[config.mk]
export PLATFORM = sky130hd
export DESIGN_NAME = mem_req_arbiter
export DESIGN_NICKNAME = d
export VERILOG_FILES = /design/src/rtl/sys_defs.sv /design/src/rtl/mem_tag_table.sv /design/src/rtl/mem_req_arbiter.sv
export SDC_FILE = /design/constraint.sdc
export NUM_CORES = 1
export LEC_CHECK = 0
export BUFFER_PORTS_ARGS = -buffer_cell sky130_fd_sc_hd__clkbuf_2
export CAP_MARGIN = 20
export CORE_AREA = 2 2 185 187
export CTS_BUF_LIST = sky130_fd_sc_hd__clkbuf_8 sky130_fd_sc_hd__clkbuf_16
export DETAILED_ROUTE_END_ITERATION = 8
export DIE_AREA = 0 0 187 189
export PLACE_DENSITY_LB_ADDON = 0.1
export SLEW_MARGIN = 20
export SYNTH_ARGS = -nofsm -noshare
export SYNTH_HDL_FRONTEND = slang
export SYNTH_SLANG_ARGS = --single-unit
[constraint.sdc]
create_clock -name clock -period 9.3 [get_ports clock]
set_input_delay 0.465 -clock clock [delete_from_list [all_inputs] [get_ports clock]]
set_output_delay 0.465 -clock clock [all_outputs]
set_load 0.01 [all_outputs]
[src/rtl/sys_defs.sv]
// Shared bus definitions for the processor-side memory initiator.
package sys_defs;

   typedef enum logic [1:0] {
      BUS_NONE  = 2'd0,
      BUS_LOAD  = 2'd1,
      BUS_STORE = 2'd2
   } BUS_COMMAND;

   typedef logic [3:0] MEM_TAG;

   typedef enum logic {
      OWN_ICACHE = 1'b0,
      OWN_DCACHE = 1'b1
   } REQ_OWNER;

   typedef struct packed {
      logic     valid;
      REQ_OWNER owner;
   } TAG_ENTRY;

   // Tag 0 is reserved for "not accepted / no data", so tags 1..15 are usable.
   localparam int NUM_MEM_TAGS      = 15;
   localparam int DEF_STARVE_LIMIT  = 4;

endpackage

[src/rtl/mem_tag_table.sv]
// Outstanding-load table: one {valid, owner} entry per memory tag.
// Allocates on accepted loads, looks up and clears on returning tags,
// keeps the outstanding count and a sticky flag for unexpected returns.
module mem_tag_table
   import sys_defs::*;
#(
   parameter int NUM_TAGS = NUM_MEM_TAGS
) (
   input  logic       clock,
   input  logic       reset,
   input  logic       alloc_i,
   input  logic [3:0] alloc_tag_i,
   input  logic       alloc_owner_i,
   input  logic [3:0] ret_tag_i,
   output logic       ret_valid_o,
   output logic       ret_owner_o,
   output logic [3:0] count_o,
   output logic       spurious_o
);

   logic [NUM_TAGS:1] hit_vec;
   logic [NUM_TAGS:1] valid_vec;
   logic [NUM_TAGS:1] owner_vec;
   logic [NUM_TAGS:1] valid_d_vec;

   logic [3:0] count_q, count_d;
   logic       spurious_q, spurious_d;
   logic       ret_hit;

   genvar gi;
   generate
      for (gi = 1; gi <= NUM_TAGS; gi++) begin : g_entry
         TAG_ENTRY entry_q, entry_d;
         logic     ret_match;
         logic     alloc_match;

         assign ret_match   = (ret_tag_i == MEM_TAG'(gi));
         assign alloc_match = alloc_i && (alloc_tag_i == MEM_TAG'(gi));

         // A fresh allocation beats a same-cycle return; a return clears the entry.
         always_comb begin
            entry_d = entry_q;
            if (alloc_match) begin
               entry_d.valid = 1'b1;
               entry_d.owner = REQ_OWNER'(alloc_owner_i);
            end else if (ret_match) begin
               entry_d = '0;
            end
         end

         // Per-tag entry storage.
         always_ff @(posedge clock or posedge reset) begin
            if (reset) begin
               entry_q <= '0;
            end else begin
               entry_q <= entry_d;
            end
         end

         assign hit_vec[gi]     = ret_match;
         assign valid_vec[gi]   = entry_q.valid;
         assign owner_vec[gi]   = (entry_q.owner == OWN_DCACHE);
         assign valid_d_vec[gi] = entry_d.valid;
      end
   endgenerate

   // Lookup uses the current table state, so a same-cycle realloc still routes to the old owner.
   assign ret_hit     = |(hit_vec & valid_vec);
   assign ret_valid_o = ret_hit;
   assign ret_owner_o = |(hit_vec & valid_vec & owner_vec);

   // Outstanding count is the population of valid entries after this cycle's updates.
   always_comb begin
      count_d = '0;
      for (int i = 1; i <= NUM_TAGS; i++) begin
         count_d = count_d + {3'b000, valid_d_vec[i]};
      end
      spurious_d = spurious_q | ((ret_tag_i != 4'd0) && !ret_hit);
   end

   // Count and sticky spurious flag.
   always_ff @(posedge clock or posedge reset) begin
      if (reset) begin
         count_q    <= '0;
         spurious_q <= 1'b0;
      end else begin
         count_q    <= count_d;
         spurious_q <= spurious_d;
      end
   end

   assign count_o    = count_q;
   assign spurious_o = spurious_q;

endmodule

[src/rtl/mem_req_arbiter.sv]
// Processor-side initiator for the unified memory bus: arbitrates icache
// and dcache onto proc2mem_*, and routes returning load data by tag.
module mem_req_arbiter
   import sys_defs::*;
#(
   parameter int NUM_TAGS     = NUM_MEM_TAGS,
   parameter int STARVE_LIMIT = DEF_STARVE_LIMIT
) (
   input  logic        clock,
   input  logic        reset,
   input  logic        ic_req_valid,
   input  logic [63:0] ic_req_addr,
   input  logic        dc_req_valid,
   input  logic [1:0]  dc_req_cmd,
   input  logic [63:0] dc_req_addr,
   input  logic [63:0] dc_req_data,
   input  logic [3:0]  mem2proc_response,
   input  logic [63:0] mem2proc_data,
   input  logic [3:0]  mem2proc_tag,
   output logic [1:0]  proc2mem_command,
   output logic [63:0] proc2mem_addr,
   output logic [63:0] proc2mem_data,
   output logic        ic_accepted,
   output logic        dc_accepted,
   output logic        ic_resp_valid,
   output logic        dc_resp_valid,
   output logic [63:0] resp_data,
   output logic [3:0]  inflight_count,
   output logic        spurious_tag
);

   localparam int SW = $clog2(STARVE_LIMIT + 1);

   logic [SW-1:0] starve_q, starve_d;
   logic          starve_full;
   logic          ic_grant, dc_grant;
   logic          bus_accept;
   logic          alloc;
   logic          alloc_owner;
   logic          ret_valid, ret_owner;
   BUS_COMMAND    cmd_d;

   assign starve_full = (starve_q == SW'(STARVE_LIMIT));
   assign bus_accept  = (mem2proc_response != 4'd0);

   // Dcache has priority unless icache has lost STARVE_LIMIT contested rounds in a row.
   always_comb begin
      dc_grant = dc_req_valid && !(ic_req_valid && starve_full);
      ic_grant = ic_req_valid && !dc_grant;
   end

   // Drive the bus from the granted requester only; quiet bus otherwise and during reset.
   always_comb begin
      cmd_d         = BUS_NONE;
      proc2mem_addr = '0;
      proc2mem_data = '0;
      if (!reset) begin
         if (dc_grant) begin
            cmd_d         = BUS_COMMAND'(dc_req_cmd);
            proc2mem_addr = dc_req_addr;
            proc2mem_data = dc_req_data;
         end else if (ic_grant) begin
            cmd_d         = BUS_LOAD;
            proc2mem_addr = ic_req_addr;
         end
      end
   end

   assign proc2mem_command = cmd_d;

   // Acceptance is same-cycle: the responder hands back a nonzero tag.
   always_comb begin
      ic_accepted = !reset && ic_grant && bus_accept;
      dc_accepted = !reset && dc_grant && bus_accept;
      alloc       = ic_accepted ||
                    (dc_accepted && (BUS_COMMAND'(dc_req_cmd) == BUS_LOAD));
      alloc_owner = dc_accepted;
   end

   // Count consecutive contested dcache wins; any icache grant or idle icache restarts it.
   always_comb begin
      starve_d = '0;
      if (ic_req_valid && dc_req_valid && dc_grant) begin
         starve_d = starve_full ? starve_q : starve_q + SW'(1);
      end
   end

   // Starvation counter register.
   always_ff @(posedge clock or posedge reset) begin
      if (reset) begin
         starve_q <= '0;
      end else begin
         starve_q <= starve_d;
      end
   end

   mem_tag_table #(
      .NUM_TAGS (NUM_TAGS)
   ) u_tag_table (
      .clock         (clock),
      .reset         (reset),
      .alloc_i       (alloc),
      .alloc_tag_i   (mem2proc_response),
      .alloc_owner_i (alloc_owner),
      .ret_tag_i     (mem2proc_tag),
      .ret_valid_o   (ret_valid),
      .ret_owner_o   (ret_owner),
      .count_o       (inflight_count),
      .spurious_o    (spurious_tag)
   );

   // Route returning data to the tag's recorded owner.
   always_comb begin
      ic_resp_valid = !reset && ret_valid && (ret_owner == OWN_ICACHE);
      dc_resp_valid = !reset && ret_valid && (ret_owner == OWN_DCACHE);
      resp_data     = (ic_resp_valid || dc_resp_valid) ? mem2proc_data : '0;
   end

endmodule

==> impl_results.md <==
* Crit Path Max Fanout at 39
* Worst R2R End: u_tag_table.count_o[2]$_DFF_PP0_
* Chip height at 189 um
* CTS tree: built
* Dpl ws at 3770 ps
* Period utilisation layout at 55.1%
* Sequential power share at 28.1%
* CTS buffer count at 5
* Sw Ratio at 37.6%
* P_sw at 0.267 mW
* Initial antenna violation count at 8
* Req. time, crit path at 9480 ps
* YS warnings at 0
* Max transition margin at 28.3%
* Min Tclk post-route at 5120 ps
* Syn avg cell area at 8.17 sq um
* I/O Buffers at 472
* VDD IR-drop max at 0.0708 mV
* Asr flop ratio synth at 100%
* Post-route design area at 6930 sq um
* Final number of hold-violating endpoints at 0
* Initial core utilization at 12.0%
* Layout cells sized above 1 at 52.9%
* Max Transition Viols Final at 0
* Antenna Nets Post-Route at 0
* Hold Path Class: input pin to asynchronous set/reset pin
* Syn Inst Count at 489
* Hold WS at 345 ps
* # clock sinks at 38
* Post-layout util at 20.8%
* P per Cell Area at 102 nW/um^2
* Placer Congestion at 0.760
* Synth cell types at 52
* Worst endpoint data arrival time at 5300 ps
* Core ar. at 33300 sq um
* Cell Int Power at 0.442 mW
* Commonest non-fill, non-tap cells in the layout: clkbuf_2 (472), and2_1 (135), a22o_1 (64)
* Leak at 3.98 nW
* Setup Viol. Count Final at 0
* Clock root buffer: clkbuf_16
* Final nets at 1220
* Unrepaired setup endpoints after global routing: false
* DRC errors left at 0
* Hold buffer count at cts at 0
* Die W at 187 um
* Finished Layout Cells at 1387
* Main flop type after synthesis: dfrtp_1
* Synth area leaders: dfrtp_1 (24%), and2_1 (21%), a22o_1 (14%)
* Clock power frac at 25.3%
* FP Rows at 67
* Sequential area share after synthesis at 23.8%
* Synth-to-Final Area Change at 73.4%
* Top-Level Pins at 473
* Worst skew pair latency at 290 ps
* Post-synth EDFFs at 0
* First-pass GRT wire length at 37300 um
* Leading cell type in the layout, fill and taps excluded: clkbuf_2
* Grt total ovfl at 0
* R2R Path Start: starve_q[0]$_DFFE_PP0P_
* Yosys top cell by area: dfrtp_1
* Logic pwr share at 46.6%
* Fmax at 0.195 GHz
* Die area at 35300 sq um
* CP endpoint kind: flop
* DR WL/cell at 19.8 um
* Placed inst area at 6760 sq um
* Via count at 5308
* Initial detailed-routing violation count at 187
* Worst R2R Path Depth at 20
* Final WL at 27500 um
* GR Util All Layers at 14.6%
* Clk slew on worst S/H paths at 60 ps
* Pin count of the biggest net entering global routing at 117
* Share of the synthesized area in the top cell type at 23.8%
* Final worst setup slack at 4180 ps
* Fin Setup TNS at 0 ps
* # Post-CTS Setup Buffers at 0
* H-tree Lvls at 2
* Routed vias/inst at 3.83
* Vias in the first global route at 5393
* Setup CP Type: input pin to flop
* Post-CTS Resized at 0
* First drt pass iteration count at 6
* Tightest Pin Transition at 1080 ps
* Post-DP HPWL at 23800 um
* Synthesized Nets at 776
* Setup slack, reg-to-reg at 4380 ps
* Inst Count DP at 1374
* Post-layout total power at 0.709 mW
* Synth Cell Area at 3990 sq um
* Yosys reg bits at 38
* Outcome: finished, final reports clean
* Clk buf depth at 2
* CP startpoint kind: input pin
* MaxCap Viol Count at 0
* Layout Skew at 8.20 ps
layer usage:
layer  up-vias  wire [um]  track usage, %
li1       2571          -               -
met1      2414       9910            14.9
met2       295      14000            26.8
met3        26       2990            6.67
met4         2        602            4.03
met5         -         13               0
flip-flops by register name (all words and copies together), names as in the netlist:
signal and flops:
u_tag_table.g_entry.entry_q 30, starve_q 3, u_tag_table.spurious_o 1, u_tag_table.count_o 4
layout make-up:
class                   count  area, sq um
fillers                  3819        26400
multi-input cells         389         2750
repair buffers            476         2410
flip-flops and latches     38          951
well taps                 448          561
clock buffers               6          139
inverters                  23         86.3
clock inverters             2         12.5
diodes                      5         12.5
cell usage after synthesis (2+ instances only):
library cell / count
nor3_1: 2
a21o_1: 2
nand3_1: 19
a21boi_0: 2
dfrtp_1: 38
nand2b_1: 7
buf_4: 3
nand3b_1: 3
inv_1: 23
and3_1: 4
mux2i_1: 17
and3b_1: 2
a21oi_1: 4
nand2_1: 50
xnor2_1: 2
nand4_1: 6
and2_1: 135
buf_2: 2
nor2b_1: 5
a31oi_1: 4
o21ai_0: 10
fa_1: 9
buf_6: 8
ha_1: 8
a22o_1: 64
nor2_1: 10
nor4bb_1: 2
buf_1: 6
clkbuf_1: 19
kinds of logic (layout without fill, tap and decap cells):
logic type                 count (synthesis)  after routing  share of synthesized area [%]
other                                      0              5                              0
adders and majority gates                 17             17                           7.02
AOI/OAI and AO/OA                        100            100                           20.5
and+or+nand+nor                          252            252                           36.0
DFF                                       38             38                           23.8
buffers and inverters                     62            507                           7.71
xor gates and xnor gates                   2              2                          0.439
muxes                                     18             18                           4.54
power by group through the flow:
stage	logic, mW	registers [mW]	clock network, mW
CTS	0.342	0.200	0.186
finish	0.331	0.199	0.179
global placement	0.345	0.204	0
global route	0.379	0.202	0.192
floorplan	0.185	0.200	0
detailed placement	0.341	0.203	0
worst max-delay path: stages:
cell and delay [ps]:
clkbuf_2 120, inv_1 60, buf_4 440, and3_4 460, a31o_2 410, nand3_1 180
nand2_1 130, ha_1 130, inv_1 40, fa_1 470, inv_1 50, fa_1 480
inv_1 50, fa_1 470, inv_1 50, fa_1 490, ha_1 160, inv_1 60
fa_1 430, xnor2_1 130
worst max path at each step:
stage                     startpoint                          endpoint  slack (ps)
after floorplan                reset  u_tag_table.count_o[2]$_DFF_PP0_        3900
after global placement         reset  u_tag_table.count_o[2]$_DFF_PP0_        3760
after detailed placement       reset  u_tag_table.count_o[2]$_DFF_PP0_        3770
after CTS                      reset  u_tag_table.count_o[2]$_DFF_PP0_        4070
after global routing           reset  u_tag_table.count_o[2]$_DFF_PP0_        3810
final                          reset  u_tag_table.count_o[2]$_DFF_PP0_        4180
No activity file was read; power rests on OpenSTA's default activity.
